**src/rtl/addsub_rr_sched_pkg.sv**
```systemverilog
// Shared definitions for the round-robin add/sub scheduler.
//   - default sizing constants (requesters, operand width, id width)
//   - FSM state encoding
//   - rr_grant(): one-hot round-robin winner from a valid vector and the last-granted index
package addsub_rr_sched_pkg;

  localparam int unsigned DefNreq  = 4;
  localparam int unsigned DefWidth = 20;
  localparam int unsigned DefIdw   = 2;
  // Upper bound on requesters; rr_grant works on vectors of this width.
  localparam int unsigned MaxReq   = 8;

  typedef enum logic [1:0] {
    StIdle = 2'd0,
    StCalc = 2'd1,
    StResp = 2'd2
  } state_e;

  // Scan last+1, last+2, ... (mod nreq) and grant the first valid index.
  function automatic logic [MaxReq-1:0] rr_grant(input logic [MaxReq-1:0] valid,
                                                  input int unsigned       last,
                                                  input int unsigned       nreq);
    logic [MaxReq-1:0] gnt;
    logic              found;
    logic [2:0]        idx;
    gnt   = '0;
    found = 1'b0;
    for (int unsigned k = 1; k <= MaxReq; k++) begin
      if (k <= nreq) begin
        idx = 3'((last + k) % nreq);
        if (!found && valid[idx]) begin
          gnt[idx] = 1'b1;
          found    = 1'b1;
        end
      end
    end
    return gnt;
  endfunction

endpackage

```
**src/rtl/cla20d.sv**
```systemverilog
// Carry-lookahead add/subtract unit (parallel-prefix carries).
//   a_i, b_i : operands, MSB+1 bits
//   sub_i    : 0 = a+b, 1 = a-b (b inverted, carry-in set)
//   sum_o    : result modulo 2^(MSB+1)
module cla20d #(
  parameter int unsigned MSB = 19
) (
  input  logic [MSB:0] a_i,
  input  logic [MSB:0] b_i,
  input  logic         sub_i,
  output logic [MSB:0] sum_o
);

  localparam int unsigned W  = MSB + 1;
  localparam int unsigned Ns = $clog2(W);

  logic [W-1:0] bx;
  logic [W-1:0] g0;
  logic [W-1:0] p0;
  logic [W-1:0] gk;
  logic [W-1:0] pk;
  logic [W-1:0] carry;

  assign bx = b_i ^ {W{sub_i}};
  assign g0 = a_i & bx;
  assign p0 = a_i ^ bx;

  // Kogge-Stone prefix: after all stages gk[i]/pk[i] are the group generate/propagate over
  // bits [i:0]. Descending index order keeps lower bits at their previous-stage values.
  always_comb begin
    gk = g0;
    pk = p0;
    for (int s = 0; s < int'(Ns); s++) begin
      for (int i = int'(W) - 1; i >= (1 << s); i--) begin
        gk[i] = gk[i] | (pk[i] & gk[i - (1 << s)]);
        pk[i] = pk[i] & pk[i - (1 << s)];
      end
    end
  end

  // Carry into bit i comes from the prefix over [i-1:0] plus the carry-in.
  assign carry = {gk[W-2:0], 1'b0} | ({pk[W-2:0], 1'b1} & {W{sub_i}});
  assign sum_o = p0 ^ carry;

endmodule

```
**src/rtl/addsub_rr_sched.sv**
```systemverilog
// Round-robin scheduler sharing one carry-lookahead add/sub unit between NREQ requesters.
//   clk, rst            : clock, asynchronous active-high reset
//   req_valid/req_ready : per-requester handshake (at most one ready bit high)
//   req_a, req_b        : packed operands, requester i at [i*WIDTH +: WIDTH]
//   req_sub             : per-requester op select (0 add, 1 subtract)
//   rsp_valid/rsp_ready : single response channel with backpressure
//   rsp_id, rsp_data    : owner of the result and the result itself
//   rsp_ovf             : signed overflow of the operation
//   busy                : high whenever the FSM is not idle
module addsub_rr_sched
  import addsub_rr_sched_pkg::*;
#(
  parameter int unsigned NREQ  = DefNreq,
  parameter int unsigned WIDTH = DefWidth,
  parameter int unsigned IDW   = DefIdw
) (
  input  logic                  clk,
  input  logic                  rst,
  input  logic [NREQ-1:0]       req_valid,
  output logic [NREQ-1:0]       req_ready,
  input  logic [NREQ*WIDTH-1:0] req_a,
  input  logic [NREQ*WIDTH-1:0] req_b,
  input  logic [NREQ-1:0]       req_sub,
  output logic                  rsp_valid,
  input  logic                  rsp_ready,
  output logic [IDW-1:0]        rsp_id,
  output logic [WIDTH-1:0]      rsp_data,
  output logic                  rsp_ovf,
  output logic                  busy
);

  state_e state_q, state_d;

  logic [WIDTH-1:0]  a_q, b_q;
  logic              sub_q;
  logic [IDW-1:0]    id_q;
  logic [IDW-1:0]    last_q;

  logic              rsp_valid_q;
  logic [IDW-1:0]    rsp_id_q;
  logic [WIDTH-1:0]  rsp_data_q;
  logic              rsp_ovf_q;

  logic [MaxReq-1:0] valid_ext;
  logic [MaxReq-1:0] gnt_ext;
  logic [NREQ-1:0]   gnt;
  logic              unused_gnt;
  logic [IDW-1:0]    gnt_id;
  logic [WIDTH-1:0]  sel_a, sel_b;
  logic              sel_sub;

  logic              accept, capture, retire;
  logic [WIDTH-1:0]  sum;
  logic              ovf;

  // Arbitration
  always_comb begin
    valid_ext             = '0;
    valid_ext[NREQ-1:0]   = req_valid;
  end

  assign gnt_ext    = rr_grant(valid_ext, 32'(last_q), NREQ);
  assign gnt        = gnt_ext[NREQ-1:0];
  assign unused_gnt = ^gnt_ext;

  always_comb begin
    gnt_id  = '0;
    sel_a   = '0;
    sel_b   = '0;
    sel_sub = 1'b0;
    for (int unsigned i = 0; i < NREQ; i++) begin
      if (gnt[i]) begin
        gnt_id  = IDW'(i);
        sel_a   = req_a[i*WIDTH +: WIDTH];
        sel_b   = req_b[i*WIDTH +: WIDTH];
        sel_sub = req_sub[i];
      end
    end
  end

  // FSM next state and handshake outputs. The !rst terms keep req_ready low while reset is
  // asserted, since the idle state would otherwise grant combinationally.
  always_comb begin
    state_d   = state_q;
    req_ready = '0;
    accept    = 1'b0;
    capture   = 1'b0;
    retire    = 1'b0;
    unique case (state_q)
      StIdle: begin
        if (!rst && |req_valid) begin
          req_ready = gnt;
          accept    = 1'b1;
          state_d   = StCalc;
        end
      end
      StCalc: begin
        capture = 1'b1;
        state_d = StResp;
      end
      StResp: begin
        if (rsp_ready) begin
          retire = 1'b1;
          if (!rst && |req_valid) begin
            // Retire and accept in the same cycle for back-to-back operation.
            req_ready = gnt;
            accept    = 1'b1;
            state_d   = StCalc;
          end else begin
            state_d = StIdle;
          end
        end
      end
      default: state_d = StIdle;
    endcase
  end

  // Shared adder and signed-overflow detection
  cla20d #(
    .MSB (WIDTH - 1)
  ) u_cla (
    .a_i   (a_q),
    .b_i   (b_q),
    .sub_i (sub_q),
    .sum_o (sum)
  );

  assign ovf = (sub_q ? (a_q[WIDTH-1] != b_q[WIDTH-1]) : (a_q[WIDTH-1] == b_q[WIDTH-1])) &
               (sum[WIDTH-1] != a_q[WIDTH-1]);

  always_ff @(posedge clk or posedge rst) begin
    if (rst) begin
      state_q     <= StIdle;
      a_q         <= '0;
      b_q         <= '0;
      sub_q       <= 1'b0;
      id_q        <= '0;
      last_q      <= IDW'(NREQ - 1);
      rsp_valid_q <= 1'b0;
      rsp_id_q    <= '0;
      rsp_data_q  <= '0;
      rsp_ovf_q   <= 1'b0;
    end else begin
      state_q <= state_d;
      if (accept) begin
        a_q    <= sel_a;
        b_q    <= sel_b;
        sub_q  <= sel_sub;
        id_q   <= gnt_id;
        last_q <= gnt_id;
      end
      if (capture) begin
        rsp_valid_q <= 1'b1;
        rsp_id_q    <= id_q;
        rsp_data_q  <= sum;
        rsp_ovf_q   <= ovf;
      end else if (retire) begin
        rsp_valid_q <= 1'b0;
      end
    end
  end

  assign rsp_valid = rsp_valid_q;
  assign rsp_id    = rsp_id_q;
  assign rsp_data  = rsp_data_q;
  assign rsp_ovf   = rsp_ovf_q;
  assign busy      = (state_q != StIdle);

endmodule

```
**config.mk**
```make
export PLATFORM = sky130hd
export DESIGN_NAME = addsub_rr_sched
export DESIGN_NICKNAME = d
export VERILOG_FILES = /design/src/rtl/addsub_rr_sched_pkg.sv /design/src/rtl/cla20d.sv /design/src/rtl/addsub_rr_sched.sv
export SDC_FILE = /design/constraint.sdc
export NUM_CORES = 1
export LEC_CHECK = 0
export BUFFER_PORTS_ARGS = -buffer_cell sky130_fd_sc_hd__buf_2
export CAP_MARGIN = 10
export CORE_MARGIN = 2
export CORE_UTILIZATION = 30
export DETAILED_ROUTE_END_ITERATION = 8
export RECOVER_POWER = 50
export SYNTH_ARGS = -nofsm -noshare
export SYNTH_HDL_FRONTEND = slang
export SYNTH_SLANG_ARGS = --single-unit
export TNS_END_PERCENT = 10
```
**constraint.sdc**
```tcl
create_clock -name clk -period 7 [get_ports clk]
set_input_delay 0.35 -clock clk [delete_from_list [all_inputs] [get_ports clk]]
set_output_delay 0.35 -clock clk [all_outputs]
set_load 0.02 [all_outputs]
```
# After elaboration in Yosys (flattened, before gate mapping)
# Index checks and enable logic that the tools add are counted.
op_classes:
  div_mod_pow: 0
  reduce_logical: 17
  shifts: 0
  order_cmp: 8
  n_eq_ne: 7
  bitwise: 202
  addsub: 4
  mul: 0
  n_mux: 54
op_table:
  columns: ["operator", "n"]
  rows:
  - ["two-way mux 20 bit", 8]
  - ["AND 1 bit", 129]
  - ["OR 1 bit", 64]
  - ["XOR 20 bit", 3]
  - ["two-way mux 1 bit", 25]
  - ["two-way mux 4 bit", 6]
  - ["AND 20 bit", 1]
  - ["OR 20 bit", 1]
  - ["AND 19 bit", 1]
  - ["less-than comparator 2 x 4 -> 1 bit, second input constant", 4]
  - ["OR 4 bit", 3]
  - ["binary-select mux 1 bit (select 2 bit)", 4]
  - ["demux 1 bit (select 2 bit)", 4]
  - ["greater-or-equal comparator 2 x 1 -> 1 bit, second input constant", 4]
  - ["logical AND 1 bit", 8]
  - ["two-way mux 2 bit", 4]
  - ["one-hot mux 4 bit (2 select lines)", 1]
  - ["one-hot mux 2 bit (3 select lines)", 1]
  - ["adder 2 x 1 -> 2 bit, second input constant", 2]
  - ["adder 2 bit, second input constant", 2]
  - ["logical NOT 1 bit", 4]
  - ["!= test 2 bit, second input constant", 2]
  - ["nonzero test 2 bit", 2]
  - ["OR reduction 4 bit", 1]
  - ["7 further kinds", 8]
word_totals:
  mem_bits_ro: 0
  mem_bits_rw: 0
  wordCells: 302
  ff_bits: 71
  n_memories: 0
  latch_bits: 0
  input_bits: 171
  out_inout_bits: 29

# Depth between registers and ports, before layout
logic_depth:
  word_depth: 17
  depth_mapped: 12
  ltp_nobuf: 8

# Cells and area by module
# Synthesis repeated with hierarchy kept, for this count alone.
hier_totals:
  hier_cells: 662
  hier_area_um2: 6000.8
modules_own_cells:
  columns: ["mod", "cells_each", "instances", "area_per_inst_um2", "seq_area_each_um2"]
  rows:
  - ["addsub_rr_sched", 509, 1, 4847.1, 1779.2]
  - ["cla20d", 153, 1, 1153.6, 0.0]

# Worst setup path before layout
# Ideal clock, no wire load.
synth_timing:
  path_type: "reg2reg"
  start: "register sub_q"
  end: "register rsp_data_q[19], in the netlist rsp_data[19]"
  setup_time_ps: 69
  n_path_buf: 2
  slack_ps: 3820
  synth_period_minus_slack_ps: 3180
  arrival_ps: 3111
  required_ps: 6931
  path_stages_with_launch: 11
  cell_sequence: "dfrtp_1 -> clkbuf_1 -> buf_1 -> xor2_1 -> ha_1 -> a211oi_1 -> o21ai_0 -> a31oi_1 -> a311oi_1 -> or4b_2 -> nand3_1"
synth_via:
  elab_chain_cells: 13
  word_cells_on_any_way: 60
  cone_classes: "bitwise: 60"
synth_lines:
  columns: ["element", "line_no", "text"]
  rows:
  - ["start, declared", "addsub_rr_sched.sv:35", "logic sub_q;"]
  - ["start signal, assigned", "addsub_rr_sched.sv:148", "sub_q <= sel_sub;"]
  - ["XOR 20 bit", "cla20d.sv:24", "assign bx = b_i ^ {W{sub_i}};"]
  - ["XOR 20 bit or AND 19 bit (tied branches)", "cla20d.sv:26, cla20d.sv:25", null]
  - ["AND 1 bit", "cla20d.sv:35", "gk[i] = gk[i] | (pk[i] & gk[i - (1 << s)]);"]
  - ["OR 1 bit", "cla20d.sv:35", null]
  - ["AND 1 bit", "cla20d.sv:35", null]
  - ["OR 1 bit", "cla20d.sv:35", null]
  - ["AND 1 bit", "cla20d.sv:35", null]
  - ["OR 1 bit", "cla20d.sv:35", null]
  - ["AND 1 bit", "cla20d.sv:35", null]
  - ["OR 1 bit (2 in series)", "cla20d.sv:35", null]
  - ["OR 20 bit", "cla20d.sv:42", "assign carry = {gk[W-2:0], 1'b0} | ({pk[W-2:0], 1'b1} & {W{sub_i}});"]
  - ["XOR 20 bit *", "cla20d.sv:43", "assign sum_o = p0 ^ carry;"]
  - ["end signal, assigned", "addsub_rr_sched.sv:155", "rsp_data_q <= sum;"]
  - ["end, declared", "addsub_rr_sched.sv:41", "logic [WIDTH-1:0] rsp_data_q;"]
# Every way passes the cells marked *; elsewhere a longest branch is shown, timed or not.
# A chain may end at the register's enable or synchronous reset.

# Final worst setup path
layout_timing:
  start: "register last_q[0]"
  end: "output port req_ready[0]"
layout_via:
  elab_chain_cells: 16
  word_cells_on_any_way: 51
  cone_classes: "add/sub: 4; order compare: 8; mux: 26; bitwise: 3; reduce/logical: 10"
layout_lines:
  columns: ["element", "line_no", "text"]
  rows:
  - ["start, declared", "addsub_rr_sched.sv:37", "logic [IDW-1:0] last_q;"]
  - ["start signal, assigned", "addsub_rr_sched.sv:138", "last_q <= IDW'(NREQ - 1);"]
  - ["start signal, assigned", "addsub_rr_sched.sv:150", "last_q <= gnt_id;"]
  - ["parallel branches: the longest is 12 deep, another holds less-than comparator 2 x 4 -> 1 bit", null, null]
  - ["two-way mux 4 bit *", "addsub_rr_sched_pkg.sv:31", "if (!found && valid[idx]) begin"]
  - ["two-way mux 4 bit *", "addsub_rr_sched.sv:91, addsub_rr_sched.sv:104", null]
  - ["two-way mux 4 bit", "addsub_rr_sched.sv:102", "if (rsp_ready) begin"]
  - ["one-hot mux 4 bit (2 select lines) *", "addsub_rr_sched.sv:89", "unique case (state_q)"]
  - ["end, declared", "addsub_rr_sched.sv:20", "output logic [NREQ-1:0] req_ready,"]
# Mark *: on every way between the ends. The select of a mux whose other input is x is not followed.

==> out/results.tsv <==
metric	value	unit
outcome	complete, but fails checks	
failing checks	max-capacitance violations, max-slew violations	
maximum buffer depth of the clock tree	2	
Post-synth EDFFs	0	
Top cell by count, worst path	sky130_fd_sc_hd__nor3_1	
type of the setup path with the least slack	flip-flop to output pin	
post-synthesis sequential area ratio	30.5	%
clock transition at the registers of the reported paths	60	ps
cell with the biggest individual delay on the critical path	sky130_fd_sc_hd__dfstp_2	
Worst setup SP type	flip-flop	
number of slew-limit violations in the final report	38	
total leakage power	0.00333	µW
synthesized netlist cell count	679	
Die Footprint	20500	µm²
Chip Height	143	µm
final count of hold timing violations	0	
worst setup slack after placement	3260	ps
post-route standard cell area excluding fillers	7320	µm²
post-detailed-route wirelength per cell	19.0	µm
proportion of register bits with asynchronous set or reset after synthesis	100	%
slack of the critical path	2850	ps
vias after detailed routing	5949	
post-CTS setup buffers	0	
post-detailed-route count of antenna-violating nets	0	
Num CTS Buffers	9	
Setup violations, final	0	
crit path capture type	output pin	
total instance count after detailed placement	1093	
largest net degree at the start of global routing	46	
I/O pin count	200	
FF-to-FF setup slack	3180	ps
relative slew slack	-41.4	%
initial standard-cell utilization of the core	30.8	%
placeable core area	18900	µm²
IO buf count	199	
Critical Path AT	3800	ps
final std cells w/o fill	1113	
Clock Tree Root	sky130_fd_sc_hd__clkbuf_16	
count of distinct cell types in the synthesized netlist	55	
RSZ-0062 raised after global routing	false	
register bit total from synthesis	71	
CTS sink count	71	
net count after synthesis	877	
Required @ worst endpoint	6650	ps
areal power density over the cells	555	nW/µm²
Row Count	50	
first-pass GRT wire length	32.1	mm
routed wire length	21.2	mm
cells resized by post-CTS repair	0	
dpl cell area	7010	µm²
remaining routing DRC violations	0	
fraction of final layout cells sized beyond drive strength 1	30.3	%
antenna violations before repair	2	
setup skew after layout	8.20	ps
Netlist Area Pre-Place	5830	µm²
type of the worst min-delay path	input port to flip-flop	
yosys synthesis warning count	0	
routability congestion estimate	0.927	
overflow left after global routing	0	
final setup TNS	0	ps
count of routing violations after the opening detailed-route iteration	479	
clock latency at the later pin of the worst-skew pair	340	ps
count of TritonRoute iterations in the first routing pass	7	
post-layout minimum cycle time	4150	ps
TritonCTS clock tree	built	
part of the cycle the worst path needs	59.3	%
placed wire-length estimate after detailed placement	16.4	mm
CP cell instances	inv_1 > ha_1 > nor3b_1 > nor3_1 > nor3_1 > a221o_2 > buf_4 > and2_1 > buf_2	
fmax	241	MHz
DIE WIDTH	143	µm
max-cap check violation count	1	
most used flip-flop cell after synthesis	sky130_fd_sc_hd__dfrtp_1	
CTS hold repair buffers	0	
Worst Tran Pin Value	2120	ps
Power, Total	4060	µW
detail-routed via count per cell	5.35	
Worst path max stage delay	690	ps
number of global-route vias before repair	5787	
largest fanout on the critical path	28	
mean cell area of the mapped netlist	8.58	µm²
Max VDD drop	284	µV
total routing usage reported by global routing	20.4	%
final layout net count	1042	
H-tree depth	3	
area overhead of the layout relative to synthesis	25.6	%
[worst max-delay path: cells and delay by family (launching register included)]
| kind | cells | cell delay, ps |
|---|---|---|
| AO/OA/AOI/OAI | 1 | 550 |
| adder cells (fa/ha/maj) | 1 | 390 |
| buffers and inverters | 3 | 830 |
| flip-flops | 1 | 690 |
| AND/OR/NAND/NOR | 4 | 960 |
[registers in the layout, summed over array words and instances (netlist names)]
name / flops
sub_q: 1
last_q: 2
rsp_ovf: 1
state_q: 2
id_q: 2
rsp_data: 20
rsp_id: 2
a_q: 20
b_q: 20
rsp_valid: 1
[stage by stage]
step	util (%)	hold WS [ps]
after global routing	38.7	310
final	38.7	301
after floorplan	-	439
after global placement	37.1	458
after detailed placement	37.1	461
after CTS	38.9	184
[Yosys cell counts, drive strengths merged, types with 12 or more instances]
cell / count / share of area, %
a2bb2oi: 42 / 6.3
o21ai: 107 / 9.2
a31oi: 45 / 4.8
clkbuf: 40 / 2.6
nor3: 12 / 1.0
a21oi: 12 / 1.0
buf: 18 / 2.1
nand2: 75 / 4.8
nor2: 13 / 0.84
dfrtp: 69 / 30
xor2: 22 / 3.3
a311oi: 43 / 11
inv: 51 / 3.3
ha: 27 / 5.8
[cell families after synthesis]
group | count (synthesis) | share of synthesized area, %
mux | 6 | 1.27
fa+ha+maj | 27 | 5.80
xor+xnor | 30 | 4.51
compound gates | 293 | 38.0
flops | 71 | 30.5
simple gates | 143 | 11.9
buf+inv | 109 | 7.99
[worst paths after layout]
check,start,to,depth (start not counted)
worst max-delay path,last_q[0],req_ready[0],9
worst min-delay path,req_a[44],a_q[4],3
worst max register to register,last_q[0],b_q[18],10
worst min register to register,rsp_data[8],rsp_data[8],2
max in group asynchronous,rst,a_q[11],3
min in group asynchronous,rst,rsp_valid,2
[routing by layer]
| metal | GRT usage (%) | wire length [µm] | vias up |
|---|---|---|---|
| met3 | 4.37 | 1540 | 34 |
| met2 | 31.7 | 9340 | 261 |
| met1 | 28.2 | 9680 | 2777 |
| li1 | - | - | 2875 |
| met5 | 0 | 13 | - |
| met4 | 7.12 | 604 | 2 |
[where the power goes]
group | total (µW) | internal (µW) | switching [µW]
Clock | 514 | 331 | 183
Combinational | 2760 | 1130 | 1630
Sequential | 788 | 606 | 182
Total | 4060 | 2070 | 1990
[final cells by class]
type | instances | area, µm²
Antenna cell | 4 | 10.0
Clock buffer | 11 | 253
Timing Repair Buffer | 212 | 1060
Fill cell | 2038 | 11600
Tap cell | 260 | 325
Sequential cell | 71 | 1780
Clock inverter | 5 | 80.1
Inverter | 51 | 191
Multi-Input combinational cell | 499 | 3620
[layout by cell type (no fill, tap or decap), drive strengths merged, types with 11 or more instances in the layout]
cell type / count
a21o: 11
a21oi: 12
a2bb2oi: 42
a311oi: 43
a31oi: 45
buf: 187
clkbuf: 36
dfrtp: 69
ha: 27
inv: 51
nand2: 75
nor2: 13
nor3: 12
o21ai: 107
xor2: 22
No activity file was read; power rests on OpenSTA's default activity.
